==> src/rtl/motor_pkg.sv <==
// Shared motor-loop types: quadrature step classes, quad pin state, setpoint/velocity limits.
// Latency: none (types, constants and a pure combinational decode function).
// Backpressure: not applicable.
package motor_pkg;

  // Sampled encoder pins packed as {a, b}
  typedef logic [1:0] quad_t;

  typedef enum logic [1:0] {
    STEP_NONE    = 2'd0,
    STEP_FWD     = 2'd1,
    STEP_REV     = 2'd2,
    STEP_ILLEGAL = 2'd3
  } step_e;

  // Signed 8-bit range shared with the motor driver setpoint; -128 is never produced
  localparam int VEL_MAX = 127;
  localparam int VEL_MIN = -127;

  // Classify one sample-to-sample move of the encoder.
  // Forward cycle is 00 -> 10 -> 11 -> 01 -> 00; both bits flipping is an illegal jump.
  function automatic step_e quad_step(input quad_t prev, input quad_t cur);
    step_e st;
    st = STEP_NONE;
    case ({prev, cur})
      4'b00_10, 4'b10_11, 4'b11_01, 4'b01_00: st = STEP_FWD;
      4'b00_01, 4'b01_11, 4'b11_10, 4'b10_00: st = STEP_REV;
      4'b00_11, 4'b11_00, 4'b10_01, 4'b01_10: st = STEP_ILLEGAL;
      default:                                st = STEP_NONE;
    endcase
    return st;
  endfunction

endpackage

==> src/rtl/quadrature_decoder_if.sv <==
// Bundle of encoder pins, error clear and decoded position/velocity results.
// Latency: none (wires only).
// Backpressure: none; results are level or single-cycle pulse outputs.
// master: drives enc_a/enc_b/clear_err, observes results.  slave: the decoder.
interface quadrature_decoder_if #(
  parameter int POS_WIDTH = 16
);
  logic                        enc_a;
  logic                        enc_b;
  logic                        clear_err;
  logic signed [POS_WIDTH-1:0] position;
  logic signed [7:0]           velocity;
  logic                        velocity_valid;
  logic                        direction;
  logic                        illegal_err;

  modport master (
    output enc_a, enc_b, clear_err,
    input  position, velocity, velocity_valid, direction, illegal_err
  );

  modport slave (
    input  enc_a, enc_b, clear_err,
    output position, velocity, velocity_valid, direction, illegal_err
  );
endinterface

==> src/rtl/sync_2ff.sv <==
// Two-flop synchronizer for one asynchronous input bit.
// Latency: 2 clk edges from a stable input to q_o.
// Backpressure: none.
// Ports: clk, reset_n (async, active-low, clears to 0), d_i async input, q_o synchronized output.
module sync_2ff (
  input  logic clk,
  input  logic reset_n,
  input  logic d_i,
  output logic q_o
);
  logic meta_q;
  logic sync_q;

  always_ff @(posedge clk or negedge reset_n) begin
    if (!reset_n) begin
      meta_q <= 1'b0;
      sync_q <= 1'b0;
    end else begin
      meta_q <= d_i;
      sync_q <= meta_q;
    end
  end

  assign q_o = sync_q;
endmodule

==> src/rtl/quadrature_decoder.sv <==
// Quadrature encoder decoder: signed wrapping position, saturated per-window velocity, sticky illegal flag.
// Latency: pin change before edge N is reflected in position/direction/illegal_err after edge N+2.
// Backpressure: none; velocity_valid is a one-cycle pulse every SAMPLE_PERIOD cycles.
// Ports: clk, reset_n (async active-low); bus (slave) carries enc_a/enc_b/clear_err in and
//        position/velocity/velocity_valid/direction/illegal_err out.
module quadrature_decoder
  import motor_pkg::*;
#(
  parameter int SAMPLE_PERIOD = 1000,
  parameter int POS_WIDTH     = 16
) (
  input  logic                clk,
  input  logic                reset_n,
  quadrature_decoder_if.slave bus
);

  localparam int CNT_W = $clog2(SAMPLE_PERIOD);
  localparam int ACC_W = $clog2(SAMPLE_PERIOD + 1) + 1;
  // Closing sum needs one bit over acc, and at least 9 bits so +/-127 are representable
  localparam int SUM_W = (ACC_W + 1 > 9) ? ACC_W + 1 : 9;

  localparam logic [CNT_W-1:0]        CNT_LAST   = CNT_W'(SAMPLE_PERIOD - 1);
  localparam logic signed [SUM_W-1:0] SUM_MAX    = SUM_W'(VEL_MAX);
  localparam logic signed [SUM_W-1:0] SUM_MIN    = SUM_W'(VEL_MIN);
  localparam logic [1:0]              PRIME_DONE = 2'd3;

  logic a_sync;
  logic b_sync;
  quad_t s;

  quad_t                       prev_q;
  logic [1:0]                  prime_q, prime_d;
  logic signed [POS_WIDTH-1:0] pos_q, pos_d;
  logic [CNT_W-1:0]            cnt_q, cnt_d;
  logic signed [ACC_W-1:0]     acc_q, acc_d;
  logic signed [7:0]           vel_q, vel_d;
  logic                        vv_q, vv_d;
  logic                        dir_q, dir_d;
  logic                        err_q, err_d;

  step_e                   step_raw;
  step_e                   step;
  logic signed [1:0]       step_val;
  logic                    terminal;
  logic signed [SUM_W-1:0] win_sum;

  sync_2ff u_sync_a (.clk(clk), .reset_n(reset_n), .d_i(bus.enc_a), .q_o(a_sync));
  sync_2ff u_sync_b (.clk(clk), .reset_n(reset_n), .d_i(bus.enc_b), .q_o(b_sync));

  assign s = {a_sync, b_sync};

  always_comb begin
    step_raw = quad_step(prev_q, s);
    // Until priming completes, prev only tracks s so reset-exit pin levels never count
    step     = (prime_q == PRIME_DONE) ? step_raw : STEP_NONE;
    prime_d  = (prime_q == PRIME_DONE) ? prime_q : prime_q + 2'd1;

    case (step)
      STEP_FWD: step_val = 2'sb01;
      STEP_REV: step_val = 2'sb11;
      default:  step_val = 2'sb00;
    endcase

    pos_d = pos_q + {{(POS_WIDTH-2){step_val[1]}}, step_val};

    // The step decoded on the terminal cycle closes out the current window
    terminal = (cnt_q == CNT_LAST);
    win_sum  = {{(SUM_W-ACC_W){acc_q[ACC_W-1]}}, acc_q}
             + {{(SUM_W-2){step_val[1]}}, step_val};

    cnt_d = cnt_q + CNT_W'(1);
    acc_d = win_sum[ACC_W-1:0];
    vel_d = vel_q;
    vv_d  = 1'b0;
    if (terminal) begin
      cnt_d = '0;
      acc_d = '0;
      vv_d  = 1'b1;
      if (win_sum > SUM_MAX) begin
        vel_d = 8'(VEL_MAX);
      end else if (win_sum < SUM_MIN) begin
        vel_d = 8'(VEL_MIN);
      end else begin
        vel_d = win_sum[7:0];
      end
    end

    dir_d = dir_q;
    if (step == STEP_FWD) begin
      dir_d = 1'b1;
    end else if (step == STEP_REV) begin
      dir_d = 1'b0;
    end

    // A new illegal jump takes priority over a coincident clear
    err_d = err_q;
    if (step == STEP_ILLEGAL) begin
      err_d = 1'b1;
    end else if (bus.clear_err) begin
      err_d = 1'b0;
    end
  end

  always_ff @(posedge clk or negedge reset_n) begin
    if (!reset_n) begin
      prev_q  <= 2'b00;
      prime_q <= 2'd0;
      pos_q   <= '0;
      cnt_q   <= '0;
      acc_q   <= '0;
      vel_q   <= '0;
      vv_q    <= 1'b0;
      dir_q   <= 1'b0;
      err_q   <= 1'b0;
    end else begin
      prev_q  <= s;
      prime_q <= prime_d;
      pos_q   <= pos_d;
      cnt_q   <= cnt_d;
      acc_q   <= acc_d;
      vel_q   <= vel_d;
      vv_q    <= vv_d;
      dir_q   <= dir_d;
      err_q   <= err_d;
    end
  end

  assign bus.position       = pos_q;
  assign bus.velocity       = vel_q;
  assign bus.velocity_valid = vv_q;
  assign bus.direction      = dir_q;
  assign bus.illegal_err    = err_q;

endmodule

==> src/flat_wrapper.sv <==
// flat-port wrapper written by rule: the top's interface ports become plain ports
module quadrature_decoder_flat import motor_pkg::*;
#(
  parameter int SAMPLE_PERIOD = 1000,
  parameter int POS_WIDTH     = 16
)
  (clk, reset_n, bus_enc_a, bus_enc_b, bus_clear_err, bus_position, bus_velocity, bus_velocity_valid, bus_direction, bus_illegal_err);
  quadrature_decoder_if #(.POS_WIDTH(POS_WIDTH)) bus_i ();
  input  logic clk;
  input  logic reset_n;
  input wire logic [$bits(bus_i.enc_a)-1:0] bus_enc_a;
  input wire logic [$bits(bus_i.enc_b)-1:0] bus_enc_b;
  input wire logic [$bits(bus_i.clear_err)-1:0] bus_clear_err;
  output wire logic [$bits(bus_i.position)-1:0] bus_position;
  output wire logic [$bits(bus_i.velocity)-1:0] bus_velocity;
  output wire logic [$bits(bus_i.velocity_valid)-1:0] bus_velocity_valid;
  output wire logic [$bits(bus_i.direction)-1:0] bus_direction;
  output wire logic [$bits(bus_i.illegal_err)-1:0] bus_illegal_err;
  assign bus_i.enc_a = bus_enc_a;
  assign bus_i.enc_b = bus_enc_b;
  assign bus_i.clear_err = bus_clear_err;
  assign bus_position = bus_i.position;
  assign bus_velocity = bus_i.velocity;
  assign bus_velocity_valid = bus_i.velocity_valid;
  assign bus_direction = bus_i.direction;
  assign bus_illegal_err = bus_i.illegal_err;
  quadrature_decoder #(.SAMPLE_PERIOD(SAMPLE_PERIOD), .POS_WIDTH(POS_WIDTH)) u_core (.clk(clk), .reset_n(reset_n), .bus(bus_i));
endmodule
==> config.mk <==
export PLATFORM = sky130hd
export DESIGN_NAME = quadrature_decoder_flat
export DESIGN_NICKNAME = d
export VERILOG_FILES = /design/src/rtl/motor_pkg.sv /design/src/rtl/quadrature_decoder_if.sv /design/src/rtl/sync_2ff.sv /design/src/rtl/quadrature_decoder.sv /design/src/flat_wrapper.sv
export SDC_FILE = /design/constraint.sdc
export NUM_CORES = 1
export LEC_CHECK = 0
export ABC_AREA = 0
export BUFFER_PORTS_ARGS = -buffer_cell sky130_fd_sc_hd__buf_4
export CAP_MARGIN = 20
export CORE_UTILIZATION = 25
export DETAILED_ROUTE_END_ITERATION = 12
export GPL_ROUTABILITY_DRIVEN = 0
export PLACE_DENSITY = 0.51
export SLEW_MARGIN = 20
export SYNTH_ARGS = -nofsm -noshare
export SYNTH_HDL_FRONTEND = slang
export SYNTH_SLANG_ARGS = --single-unit
==> constraint.sdc <==
create_clock -name clk -period 11.22 [get_ports clk]
set_input_delay 0.561 -clock clk [delete_from_list [all_inputs] [get_ports clk]]
set_output_delay 0.561 -clock clk [all_outputs]
set_load 0.02 [all_outputs]
==> impl_metrics.tcl <==
set metrics [dict create \
    clock_sinks 56 \
    drc 0 \
    final_hold_viol_count 0 \
    switchingPower_mw 0.392 \
    routed.top_layer "met4" \
    max_cap_violations 0 \
    cp.required_ns 11.44 \
    tritoncts "yes" \
    utilization_pct 30.6 \
    initial_core_util_pct 25.9 \
    slew_violations 0 \
    synthArstFlopShare_pct 100 \
    fin_skew_ns 0.00535 \
    worstPathMaxFanout 24 \
    design_area_um2 3720 \
    cp.arrival_ns 4.32 \
    final_nets 377 \
    synth_area_um2 3150 \
    yosysMostFrequentCell "dfrtp_1" \
    wl_met1_um 3150 \
    core-area_um2 12200 \
    fin_crit_sh_pct 36.5 \
    setup_violations 0 \
    tns_ns 0 \
    ctsRootBufferMaster "clkbuf_16" \
    clock_power_share_pct 16.4 \
    max_freq_mhz 244 \
    cts_resized 0 \
    hold_buffers 0 \
    syn_nets 342 \
    portBuffers 31 \
    yosysTopAreaCell "dfrtp_1" \
    synthTopCellsByCount "dfrtp_1 (56), ha_1 (29), nor2_1 (25)" \
    tightest_slew_ns 0.850 \
    die_w_um 114 \
    power_frac_seq_pct 30.1 \
    grt_pass1_vias 2324 \
    power.internal_mw 0.575 \
    status "completed" \
    ys_seq_elements 56 \
    maxSlewHeadroom_pct 43.3 \
    drt_iter0_markers 119 \
    vdd_drop_max_mv 0.0671 \
    rows 40 \
    crit_path_end_kind "flip-flop" \
    die_area_um2 13000 \
    synth_top_cell_area_share_pct 44.5 \
    grt_first_pass_wirelength_um 10800 \
    clock_latency_ns 0.29 \
    clockBufferDepth 2 \
    rsz0062_at_grt "false" \
    avgSynthCellArea_um2 10.3 \
    synth_seq_area_share_pct 44.5 \
    wl_met3_um 271 \
    finalWirelength_um 6210 \
    wl_met2_um 2700 \
    placed_area_um2 3580 \
    routedWlPerCell_um 12.2 \
    postRouteAntennaNets 0 \
    synthCells 306 \
    leakagePower_nw 1.72 \
    synth_area_leaders "dfrtp_1 (45%), ha_1 (12%), xnor2_1 (4.7%)" \
    cts_buffers 5 \
    ys_warn_count 0 \
    dp_hpwl_um 4490 \
    post_cts.repair.setup_buffers 0 \
    ys_types 52 \
    cts_max_level 2 \
    grt_use_total_pct 10.3 \
    die_y_um 114 \
    crit_type "reg -> reg" \
    fin_crit_ns 4.10 \
    p_sw_share_pct 40.5 \
    start_kind "flip-flop" \
    grt_max_degree 57 \
    synth_enable_flop_cells 0 \
    powerDensity_nw_per_um2 260 \
    cts.reportedPaths.clkPinSlew_ns 0.07 \
    drtPass1Iterations 4 \
    pin_count 32 \
    via_per_inst 4.43 \
    drive_above_1_share_pct 13.5 \
    vias 2261 \
    antennaDiodeCount 0 \
    antenna_found_initial 0 \
    grt_overflow_total 0 \
    whs_ns 0.328 \
    area_delta_synth_final_pct 18.4 \
    synth-main-ff-cell "dfrtp_1" \
    holdCritPathClass "in -> async" \
    p_comb_share_pct 53.5 \
]
power groups by stage:
stage	Sequential (mW)	Combinational (mW)	Clock, mW
finish	0.291	0.518	0.158
global route	0.298	0.582	0.174
CTS	0.292	0.520	0.167
detailed placement	0.296	0.517	0
global placement	0.295	0.511	0
floorplan	0.326	0.351	0
path summary, 6_finish.rpt:
path                                        start                      end  slack, ns  cells past startpoint
max in group asynchronous                 reset_n   u_core.bus.velocity[2]      10.43                      1
hold reg to reg            u_core.u_sync_a.meta_q      u_core.u_sync_a.q_o       0.35                      0
setup reg to reg              u_core.u_sync_a.q_o   u_core.bus.velocity[2]       7.12                     13
hold / removal                            reset_n  u_core.bus.position[14]       0.33                      1
min in group clk           u_core.u_sync_a.meta_q      u_core.u_sync_a.q_o       0.35                      0
setup / recovery              u_core.u_sync_a.q_o   u_core.bus.velocity[2]       7.12                     13
stage by stage:
stage	worst slack, ns	total power, mW	cells
after floorplan	7.68	0.677	306
after global placement	7.21	0.806	502
after detailed placement	7.11	0.813	502
after CTS	7.06	0.979	510
after global routing	6.66	1.05	510
final	7.12	0.967	510
cell usage in the layout (no fill, tap or decap), types with 3 or more instances in the layout:
cell,Yosys,routed
nand3_1,9,9
nand4_1,4,4
nor2b_1,9,9
a21oi_1,14,14
xor2_1,12,12
ha_1,29,29
inv_1,15,15
and3_1,5,5
a31oi_1,5,5
o21ai_0,6,6
or3_1,3,3
o21a_1,3,3
and2_1,8,8
o21ai_1,8,8
nor2_1,25,25
clkbuf_16,0,5
dfrtp_1,56,56
nor3_1,8,8
xnor2_1,17,17
buf_4,0,31
nand2_1,17,17
a21o_1,8,8
nand2b_1,3,3
layer usage:
| metal | GRT usage (%) | vias to the layer above |
|---|---|---|
| li1 | - | 1160 |
| met1 | 13.9 | 1054 |
| met2 | 16.4 | 40 |
| met3 | 2.44 | 7 |
| met4 | 3.12 | 0 |
| met5 | 0 | - |
layout make-up:
| cell class | instances | area, um2 |
|---|---|---|
| fill | 1272 | 8440 |
| tap | 168 | 210 |
| inverter | 16 | 60.1 |
| multi-input combinational | 231 | 1670 |
| timing repair buffer | 31 | 233 |
| sequential | 56 | 1400 |
| clock buffer | 8 | 146 |
state kept, by name (all words and copies together) (netlist names), 2 cells and up:
| signal | count |
|---|---|
| u_core.cnt_q | 10 |
| u_core.prime_q | 2 |
| u_core.bus.velocity | 8 |
| u_core.prev_q | 2 |
| u_core.acc_q | 11 |
| u_core.bus.position | 16 |
worst max-delay path: stages (launching register included):
cell and delay (ns):
dfrtp_1 0.41, nor2b_1 0.16, nor2b_1 0.16, nand3_1 0.24, inv_1 0.70, ha_1 0.37, a211oi_1 0.38, o21ai_1 0.16
a21o_1 0.17, a21oi_1 0.16, xor2_1 0.14, or4_1 0.48, o31a_1 0.34, o21ai_1 0.16
cells by family (layout without fill, tap and decap cells):
family          after synthesis  in the layout  share of synthesized area, %
buf+inv                      19             55                          2.27
fa+ha+maj                    31             31                          12.8
xor+xnor                     30             30                          8.59
simple gates                103            103                          17.0
mux                           1              1                         0.358
flops                        56             56                          44.5
compound gates               66             66                          14.5
(Power assumes the default switching activity.)
